===== src/rtl/acc_pkg.sv =====
// acc_feed shared definitions.
// Operand width default, burst length width, FSM states.
package acc_pkg;

  localparam int WIDTH_DEF = 32;
  localparam int LEN_W     = 16;

  typedef enum logic [1:0] {
    IDLE,
    RUN,
    FIN
  } state_t;

endpackage


===== src/rtl/acc_fifo.sv =====
// acc_fifo: circular word buffer feeding acc_feed.
// Head word is visible on dout whenever not empty.
module acc_fifo
  import acc_pkg::*;
#(
  parameter int DEPTH = 4,
  parameter int WIDTH = WIDTH_DEF
) (
  input  logic                     clk,
  input  logic                     rst,
  input  logic                     push,
  input  logic [WIDTH-1:0]         din,
  input  logic                     pop,
  output logic [WIDTH-1:0]         dout,
  output logic                     full,
  output logic                     empty,
  output logic [$clog2(DEPTH):0]   level
);

  localparam int AW = $clog2(DEPTH);

  logic [WIDTH-1:0] mem [DEPTH];
  logic [AW-1:0]    wp;
  logic [AW-1:0]    rp;
  logic             do_push;
  logic             do_pop;

  assign full    = (level == (AW+1)'(DEPTH));
  assign empty   = (level == '0);
  assign do_push = push && !full;
  assign do_pop  = pop && !empty;
  assign dout    = mem[rp];

  // Storage write; contents need no reset since level gates reads.
  always_ff @(posedge clk) begin
    if (do_push) mem[wp] <= din;
  end

  // Pointers wrap naturally at DEPTH (power of two); level tracks occupancy.
  always_ff @(posedge clk or posedge rst) begin
    if (rst) begin
      wp    <= '0;
      rp    <= '0;
      level <= '0;
    end else begin
      if (do_push) wp <= wp + 1'b1;
      if (do_pop)  rp <= rp + 1'b1;
      unique case ({do_push, do_pop})
        2'b10:   level <= level + 1'b1;
        2'b01:   level <= level - 1'b1;
        default: level <= level;
      endcase
    end
  end

endmodule


===== src/rtl/acc_feed.sv =====
// acc_feed: buffers upstream words and issues bursts of len
// words to an accumulator as registered x/en.
module acc_feed
  import acc_pkg::*;
#(
  parameter int DEPTH = 4,
  parameter int WIDTH = WIDTH_DEF
) (
  input  logic                   clk,
  input  logic                   rst,
  input  logic                   in_valid,
  input  logic [WIDTH-1:0]       in_data,
  output logic                   in_ready,
  input  logic                   start,
  input  logic [LEN_W-1:0]       len,
  output logic [WIDTH-1:0]       x,
  output logic                   en,
  output logic                   busy,
  output logic                   done,
  output logic [$clog2(DEPTH):0] level
);

  state_t           state;
  logic [LEN_W-1:0] remaining;
  logic [WIDTH-1:0] head;
  logic             full;
  logic             empty;
  logic             pop;

  assign in_ready = !full;
  assign busy     = (state != IDLE);
  assign pop      = (state == RUN) && !empty;

  acc_fifo #(
    .DEPTH (DEPTH),
    .WIDTH (WIDTH)
  ) u_fifo (
    .clk   (clk),
    .rst   (rst),
    .push  (in_valid),
    .din   (in_data),
    .pop   (pop),
    .dout  (head),
    .full  (full),
    .empty (empty),
    .level (level)
  );

  // Burst FSM with registered operand, strobe and completion pulse.
  always_ff @(posedge clk or posedge rst) begin
    if (rst) begin
      state     <= IDLE;
      remaining <= '0;
      x         <= '0;
      en        <= 1'b0;
      done      <= 1'b0;
    end else begin
      en   <= 1'b0;
      done <= 1'b0;
      unique case (state)
        IDLE: begin
          if (start) begin
            if (len != '0) begin
              remaining <= len;
              state     <= RUN;
            end else begin
              state <= FIN;
            end
          end
        end
        RUN: begin
          if (!empty) begin
            x         <= head;
            en        <= 1'b1;
            remaining <= remaining - 1'b1;
            if (remaining == LEN_W'(1)) state <= FIN;
          end
        end
        FIN: begin
          done  <= 1'b1;
          state <= IDLE;
        end
        default: state <= IDLE;
      endcase
    end
  end

endmodule


===== config.mk =====
export PLATFORM = sky130hd
export DESIGN_NAME = acc_feed
export DESIGN_NICKNAME = d
export VERILOG_FILES = /design/src/rtl/acc_pkg.sv /design/src/rtl/acc_fifo.sv /design/src/rtl/acc_feed.sv
export SDC_FILE = /design/constraint.sdc
export NUM_CORES = 1
export LEC_CHECK = 0
export ABC_AREA = 1
export BUFFER_PORTS_ARGS = -buffer_cell sky130_fd_sc_hd__buf_4
export CORE_UTILIZATION = 52
export CTS_CLUSTER_DIAMETER = 150
export DETAILED_ROUTE_END_ITERATION = 16
export PLACE_DENSITY = 0.79
export SYNTH_ARGS = -nofsm -noshare
export SYNTH_HDL_FRONTEND = slang
export SYNTH_SLANG_ARGS = --single-unit

===== constraint.sdc =====
create_clock -name clk -period 2.67 [get_ports clk]
set_clock_uncertainty 0.15 [all_clocks]
set_input_delay 0.267 -clock clk [delete_from_list [all_inputs] [get_ports clk]]
set_output_delay 0.267 -clock clk [all_outputs]
set_load 0.01 [all_outputs]

==> impl_metrics.csv <==
group,metric,value,unit
clock_tree,cts_tree,"yes",
pwr,p_clk_share,21.3,%
global_routing,groute.usage.overall,22.4,%
setup_path,reg2reg_depth,9,
pwr,seqPwrFrac,39.8,%
logic_synthesis,netlist_top_cells_area,"edfxtp_1, dfrtp_1, nor2_1",
pwr,switchingPower,4.34,mW
setup_path,cp-end-kind,"register",
logic_synthesis,postSynthNetCount,792,
clock_tree,cts_max_level,4,
timing,relSlewSlack,53.0,%
logic_synthesis,synth_top_flop_cell,"edfxtp_1",
timing,whs,12.5,ps
drt,totalWireLength,16400,um
clock_tree,cts_resized,0,
logic_synthesis,synth_cell_types,30,
logic_synthesis,synth-warning-count,0,
timing,max_freq,489,MHz
floorplanning,core_area,0.0146,mm2
pwr,p_int,6.85,mW
finish,fin_area,0.00965,mm2
drt,firstDrtPassIters,5,
logic_synthesis,synth_top_cell_by_area,"edfxtp_1",
global_routing,antenna_found_initial,0,
global_routing,grt_pass1_vias,5553,
pwr,power_density,1160,mW/mm2
setup_path,required,2830,ps
finish,antenna_cells,0,
global_routing,gr-total-overflow,0,
global_routing,grt_max_degree,67,
clock_tree,cts_root_buf,"clkbuf_16",
placed_design,place_area,0.00870,mm2
floorplanning,die_area,0.0155,mm2
pwr,switching_share,38.8,%
setup_path,cp_max_fo,4,
timing,fin_crit_sh,76.6,%
clock_tree,clkLatencyLatePin,430,ps
drt,drc,0,
finish,register_area,0.00532,mm2
setup_path,setup.worst_path.start_class,"register",
clock_tree,cts_buffers,17,
finish,drive_gt1_share,17.9,%
min_path,whs_path_depth,5,
finish,fillers,1033,
clock_tree,cts_max_path_buffers,2,
finish,fin_cells,1056,
timing,setup_violations,0,
drt,vias,5587,
pwr,ir_worst_vdd,0.000700,V
setup_path,path_class,"register to register",
pwr,p_leak,3.87,nW
finish,area_growth,23.9,%
drt,via_per_inst,5.29,
placed_design,io_buffers,90,
logic_synthesis,synth_enable_flop_cells,128,
finish,fin_nets,919,
timing,tightest_slew,705,ps
floorplanning,fp.dieW,124,um
logic_synthesis,synth_top_area_share,49.3,%
clock_tree,cts_sinks,187,
logic_synthesis,synth_common_cells,"nor2_1, edfxtp_1, nand2_1",
timing,period_needed,2040,ps
run_status,status,"completed",
logic_synthesis,synthesis.area,0.00779,mm2
clock_tree,path_clk_slew,70,ps
min_path,hold_path.class,"input port to register",
logic_synthesis,syn_inst,732,
logic_synthesis,seq_area_frac_synth,68.3,%
timing,rsz0062_at_grt,"no",
finish,multi_input_area,0.00218,mm2
logic_synthesis,ys_ff_latch,187,
drt,drtIter0Drc,469,
global_routing,grt_pass1_wl,26900,um
floorplanning,die_y,124,um
setup_path,arrival,2210,ps
timing,slew_violations,0,
pwr,power_frac_comb,38.9,%
drt,routedWlPerCell,15.6,um
timing,hold_viol,0,
placed_design,routabilityCongestion,0.861,
placed_design,dp_cells,986,
floorplanning,ioPinCount,91,
placed_design,dp_hpwl,9460,um
job,cap_violations,0,
logic_synthesis,synth_area_per_cell,10.6,um2
logic_synthesis,synth.most_common_cell,"nor2_1",
floorplanning,start_util,53.4,%
floorplanning,num_rows,44,
drt,ant_nets,0,
logic_synthesis,synthArstFlopShare,31.6,%
==> area by class of cell <==
class | instances | share of cell area (%)
Clock buffer | 18 | 4.45
Clock inverter | 14 | 1.40
Inverter | 40 | 1.58
Multi-Input combinational cell | 472 | 22.6
Sequential cell | 187 | 55.1
Tap cell | 184 | 2.39
Timing Repair Buffer | 141 | 12.5
==> layer usage <==
layer  share of wire [%]  track usage (%)
met2                  52             39.6
met5                   0                0
met4                 1.7             8.36
met1                  42             26.9
met3                 3.9             4.77
==> worst paths after layout <==
path / startpoint / endpoint / slack (ps)
setup / recovery: u_fifo.level[1] / u_fifo.level[2] / 630
hold / removal: len[4] / remaining[4] / 10
setup reg to reg: u_fifo.level[1] / u_fifo.level[2] / 630
hold reg to reg: state[0] / done / 300
max in group asynchronous: rst / u_fifo.rp[0] / 1380
min in group asynchronous: rst / u_fifo.level[0] / 360
==> metrics by stage <==
stage / setup WS [ps] / TNS [ps] / utilization (%) / power (mW)
2_1_floorplan: -89.0 / -11400 / - / 7.39
3_3_place_gp: 684 / 0 / 59.7 / 8.66
3_5_place_dp: 631 / 0 / 59.7 / 8.79
4_1_cts: 624 / 0 / 66.1 / 11.2
5_1_grt: 391 / 0 / 66.1 / 12.0
6_report: 625 / 0 / 66.1 / 11.2
==> state kept, by name (all words and copies together), names as in the netlist <==
name	flops
done	1
remaining	16
en	1
x	32
state	2
u_fifo.rp	2
u_fifo.level	3
u_fifo.wp	2
u_fifo.mem	128
==> power by group through the flow <==
stage | clock network, mW | logic, mW | registers, mW
2_1_floorplan | 0 | 2.86 | 4.53
3_3_place_gp | 0 | 4.18 | 4.48
3_5_place_dp | 0 | 4.30 | 4.49
4_1_cts | 2.41 | 4.38 | 4.45
5_1_grt | 2.53 | 4.91 | 4.54
6_report | 2.38 | 4.35 | 4.46
==> kinds of logic (layout without fill, tap and decap cells) <==
kind of cell / after synthesis / in the layout / synth area share (%)
XOR/XNOR: 4 / 4 / 0.450
buffers and inverters: 73 / 213 / 4.13
flip-flops: 187 / 187 / 68.3
AO/OA/AOI/OAI: 117 / 117 / 8.32
adder cells (fa/ha/maj): 8 / 8 / 1.38
AND/OR/NAND/NOR: 343 / 343 / 17.4
==> cell usage in the layout (no fill, tap or decap), types with 2 or more instances in the layout <==
cell	n
nand2_2	2
clkinv_2	2
inv_6	3
inv_2	3
clkbuf_16	17
dlygate4sd3_1	38
nor2_1	212
o21ai_2	5
buf_4	99
xor2_1	3
buf_12	4
dfrtp_1	58
or2_2	2
inv_8	3
clkinv_4	2
nand2_1	96
ha_1	7
inv_1	36
o21ai_0	76
nand3_1	20
nand3b_1	2
a31oi_1	33
nor2_4	5
a21oi_1	2
clkinvlp_4	2
edfxtp_1	128
clkinv_8	2
==> critical path, stage by stage (launching register included) <==
cell	delay, ps
dfrtp_1	410
nor2_1	200
nand2_1	90
nand2_1	90
ha_1	140
inv_1	60
fa_1	370
a21oi_1	150
o21ai_0	110
xor2_1	150
==> timing repair <==
action | CTS | global route
endpoints found under the hold margin | 160 | 0
hold buffers | 38 | 0
buffers inserted | 0 | 0
No activity file was read; power rests on OpenSTA's default activity.
